File: src/rtl/fu_issue_buffer.sv
// fu_issue_buffer: in-order staging FIFO from issue logic to one FU class, registered FU lanes.
// Define FU_ISSUE_BYPASS_EN to forward issued packets straight to free FU lanes while the buffer is empty.
module fu_issue_buffer #(
    parameter int N         = 3,
    parameter int NUM_FU    = 4,
    parameter int DEPTH     = 8,
    parameter int PAYLOAD_W = 96
) (
    input  logic                        i_clk,
    input  logic                        i_rst_n,
    input  logic                        i_squash,
    input  logic [N-1:0]                i_in_valid,
    input  logic [N*PAYLOAD_W-1:0]      i_in_payload,
    input  logic [NUM_FU-1:0]           i_fu_avail,
    output logic                        o_space_avail,
    output logic [$clog2(DEPTH+1)-1:0]  o_count,
    output logic [NUM_FU-1:0]           o_fu_valid,
    output logic [NUM_FU*PAYLOAD_W-1:0] o_fu_payload
);
    localparam int CW = $clog2(DEPTH+1);
    localparam int PW = $clog2(DEPTH);

    logic [PAYLOAD_W-1:0]        r_mem [DEPTH];
    logic [PW-1:0]               r_head, r_tail;
    logic [CW-1:0]               r_count;
    logic [NUM_FU-1:0]           r_fu_valid;
    logic [NUM_FU*PAYLOAD_W-1:0] r_fu_payload;
    logic [PAYLOAD_W-1:0]        w_cin [N];
    logic [CW-1:0]               w_nin, w_nb, w_k, w_enq;
    logic                        w_byp;
    logic [NUM_FU-1:0]           w_fv;
    logic [NUM_FU*PAYLOAD_W-1:0] w_fp;

    assign o_space_avail = r_count <= CW'(DEPTH - N);
    assign o_count       = r_count;
    assign o_fu_valid    = r_fu_valid;
    assign o_fu_payload  = r_fu_payload;

`ifdef FU_ISSUE_BYPASS_EN
    assign w_byp = (r_count == '0) && !i_squash;
`else
    assign w_byp = 1'b0;
`endif

    always_comb begin : compact
        int n;
        n = 0;
        for (int l = 0; l < N; l++) w_cin[l] = '0;
        for (int l = 0; l < N; l++)
            if (i_in_valid[l]) begin
                w_cin[n] = i_in_payload[l*PAYLOAD_W +: PAYLOAD_W];
                n++;
            end
        w_nin = CW'(n);
    end

    // Oldest source (FIFO head, or compacted issue lanes when bypassing) goes to lowest free FU lane.
    always_comb begin : dispatch
        int j;
        j    = 0;
        w_fv = '0;
        w_fp = r_fu_payload;
        for (int i = 0; i < NUM_FU; i++)
            if (i_fu_avail[i]) begin
                if (w_byp && j < int'(w_nin)) begin
                    w_fv[i] = 1'b1;
                    w_fp[i*PAYLOAD_W +: PAYLOAD_W] = w_cin[j];
                    j++;
                end else if (!w_byp && j < int'(r_count)) begin
                    w_fv[i] = 1'b1;
                    w_fp[i*PAYLOAD_W +: PAYLOAD_W] = r_mem[r_head + PW'(j)];
                    j++;
                end
            end
        w_k   = w_byp ? '0 : CW'(j);
        w_nb  = w_byp ? CW'(j) : '0;
        w_enq = o_space_avail ? w_nin - w_nb : '0;
    end

    always_ff @(posedge i_clk or negedge i_rst_n) begin
        if (!i_rst_n) begin
            r_head       <= '0;
            r_tail       <= '0;
            r_count      <= '0;
            r_fu_valid   <= '0;
            r_fu_payload <= '0;
        end else if (i_squash) begin
            r_head     <= '0;
            r_tail     <= '0;
            r_count    <= '0;
            r_fu_valid <= '0;
        end else begin
            r_head       <= r_head + PW'(w_k);
            r_tail       <= r_tail + PW'(w_enq);
            r_count      <= r_count + w_enq - w_k;
            r_fu_valid   <= w_fv;
            r_fu_payload <= w_fp;
        end
    end

    // Storage needs no reset: count and pointers alone define what is valid.
    always_ff @(posedge i_clk) begin
        for (int e = 0; e < N; e++)
            if (e < int'(w_enq))
                r_mem[r_tail + PW'(e)] <= w_cin[int'(w_nb) + e];
    end
endmodule

File: config.mk
export PLATFORM = sky130hd
export DESIGN_NAME = fu_issue_buffer
export DESIGN_NICKNAME = d
export VERILOG_FILES = /design/src/rtl/fu_issue_buffer.sv
export SDC_FILE = /design/constraint.sdc
export NUM_CORES = 2
export LEC_CHECK = 0
export CORE_MARGIN = 1
export CORE_UTILIZATION = 45
export DETAILED_ROUTE_END_ITERATION = 8
export PLACE_DENSITY = 0.75
export SYNTH_ARGS = -nofsm -noshare
export SYNTH_HDL_FRONTEND = slang
export SYNTH_SLANG_ARGS = --single-unit
File: constraint.sdc
create_clock -name i_clk -period 10.7 [get_ports i_clk]
set_input_delay 2.14 -clock i_clk [delete_from_list [all_inputs] [get_ports i_clk]]
set_output_delay 2.14 -clock i_clk [all_outputs]
set_load 0.03 [all_outputs]
==> qor.txt <==
Syn Area/Cell: 10.3 µm²
WHS: 0.473 ns
I/O Pins: 691
combinational power share: 59.7%
Crit Path Class: in -> reg
HPWL after DPL: 191 mm
hold_buf cts: 0
Area growth syn-to-layout: 16.2%
initial antenna violation count: 24
Internal: 0.0189 W
TritonRoute pass-1 iters: 8
Slew Viols, Final: 0
Reg area: 33000 µm²
core box area: 172000 µm²
Post-Layout Inst Area: 91000 µm²
Seq cells post-synth: 1166
gr usage total: 35.8%
Yosys top cell area share: 29.5%
Worst Skew: 0.0474 ns
commonest non-fill, non-tap cell in the layout: nor2_1
final setup violation count: 0
Vias/cell: 6.90
RSZ-0062 raised after global routing: false
vias: 70.3k
num rows: 152
Die ar.: 176000 µm²
pre-CTS setup slack: 2.84 ns
status: complete, no violations
PwrDens: 372 nW/µm²
Worst-Skew Late Latency: 0.82 ns
Max Clk Rate: 0.138 GHz
number of synthesized flops with an enable pin: 768
cell type with the largest total area after synthesis: edfxtp_1
sequential share of the synthesized area: 42.2%
Die X: 419 µm
Critical Path Source Type: input pin
Reg power frac: 26.0%
Cell variety after synth: 44
clk slew on worst S/H paths: 0.06 ns
chip height: 419 µm
Filler Cells Inserted: 14.6k
Yosys warnings: 0
root buffer cell: clkbuf_16
DP Area: 86400 µm²
clock group share of total power: 14.3%
fin crit share: 67.5%
Post-CTS Setup Bufs: 0
routed wire length per instance: 31.6 µm
Switching Share: 44.3%
multi-input logic area: 42400 µm²
largest net degree at the start of global routing: 152
Async SR Flop Fraction: 34.1%
Hold Crit Class: reg -> reg
CTS tree: yes
largest cells by area after synthesis: edfxtp_1 29%, mux4_2 22%, dfrtp_1 13%
clock buffer count from CTS: 133
Max rail drop VDD: 512 µV
vias in the first global route: 67.3k
share of post-route cells with drive strength above 1: 14.4%
Worst EP arrival: 7.85 ns
grt ovf: 0
setup TNS: 0 ns
PortBufs: 690
slew of the pin with the lowest slew margin: 1.31 ns
cell count after synthesis: 7631
most frequent cells in the layout: 1935 x nor2_1, 1931 x a21oi_1, 768 x mux4_2, 768 x edfxtp_1, 687 x clkdlybuf4s50_1
Layout Utilization: 52.8%
RD Place Congestion: 0.949
Bufs on Longest Clock Path: 3
Slew headroom: 12.4%
post_cts resized: 0
Crit. End Element: register
Max-Cap Viols: 0
DRC Markers: 0
initial DRC count: 12.9k
H-tree depth: 4
leakage power figure: 33.1 nW
Net Sw Power: 0.0150 W
first-pass GRT wire length: 459 mm
total wire length: 322 mm
Layout Nets: 8074
Syn Std Cell Area: 78300 µm²
Syn Nets: 7955
final worst slack: 3.48 ns
CP Max Fanout: 72
CTS Sinks: 1166
Initial Utilization: 45.4%
Critical Path RT: 11.33 ns
min Tclk post-route: 7.22 ns
Hold Violations, Final: 0
post-route ant nets: 0
Primary FF master, synth: edfxtp_1
## cell type report
class                           instances  share of cell area [%]
Multi-Input combinational cell       5625                    46.6
Sequential cell                      1166                    36.3
Timing Repair Buffer                  805                    8.84
Clock buffer                          169                    3.94
Tap cell                             2310                    3.18
Clock inverter                         78                    1.05
Inverter                               19                  0.0784
Antenna cell                            9                  0.0248
## cells in the mapped netlist, types with 2 or more instances
cell type and instances:
buf_1 197, clkbuf_1 554, and2_1 4, nor3b_1 2
nand3_1 3, edfxtp_1 768, xor2_1 5, nor2b_1 8
o31ai_1 2, ha_1 19, nor3_1 3, fa_1 7
buf_6 4, a211oi_1 2, nand2_1 110, buf_2 54
clkbuf_2 11, a21o_1 5, or3b_1 2, nor2_1 1937
a21oi_1 1931, mux4_2 768, xnor2_1 11, dfrtp_1 398
o21ai_0 108, a22oi_1 191, and3_1 99, nand4_1 8
mux2_2 2, inv_1 18, or3_1 2, mux2i_1 386
## registers in the layout, summed over array words and instances (netlist names)
register      count
o_fu_valid        4
r_head            3
r_tail            3
o_count           4
r_mem           768
o_fu_payload    384
## worst max-delay path, cell delays in order
cell	delay, ns
clkdlybuf4s50_1	0.46
o41ai_1	0.19
inv_1	0.22
ha_1	0.24
and2_1	0.22
ha_1	0.29
or3b_1	0.35
o21ba_2	0.30
nor2_1	0.08
xnor2_1	0.39
ha_4	0.19
inv_1	0.05
fa_4	1.43
buf_12	0.42
mux4_2	0.40
mux2i_1	0.17
a21oi_1	0.10
## metrics by stage
| step | std cells | power, W |
|---|---|---|
| after floorplan | 7631 | 0.0221 |
| after global placement | 9925 | 0.0280 |
| after detailed placement | 9925 | 0.0286 |
| after CTS | 10172 | 0.0334 |
| after global routing | 10178 | 0.0349 |
| final | 10181 | 0.0339 |
## cell families after synthesis
logic type | count (synthesis) | share of synthesized area (%)
compound gates | 2243 | 15.0
simple gates | 2183 | 10.9
flops | 1166 | 42.2
mux | 1156 | 27.1
buf+inv | 840 | 4.17
fa+ha+maj | 26 | 0.483
xor+xnor | 17 | 0.200
## layer usage
metal	global-route usage [%]	routed length (µm)
met1	42.6	103000
met2	54.0	142000
met3	10.5	45300
met4	28.6	30800
met5	0	170
## worst paths after layout
check                             startpoint  slack, ns  cells after the start                end
min                        o_fu_payload[274]       0.47                      2  o_fu_payload[274]
max reg2reg                       o_count[2]       4.09                     16  o_fu_payload[341]
max in group asynchronous            i_rst_n       7.09                      3   o_fu_payload[66]
max                            i_fu_avail[0]       3.48                     17  o_fu_payload[341]
min in group asynchronous            i_rst_n       1.36                      1  o_fu_payload[213]
min reg2reg                o_fu_payload[274]       0.47                      2  o_fu_payload[274]
## power groups by stage
| stage | combinational (W) | sequential [W] | clock [W] |
|---|---|---|---|
| final | 0.0202 | 0.00881 | 0.00483 |
| after global placement | 0.0194 | 0.00860 | 0 |
| after detailed placement | 0.0198 | 0.00875 | 0 |
| after CTS | 0.0199 | 0.00868 | 0.00484 |
| after global routing | 0.0210 | 0.00891 | 0.00500 |
| after floorplan | 0.0124 | 0.00968 | 0 |
Note: power is estimated with default switching activity, not from simulation.
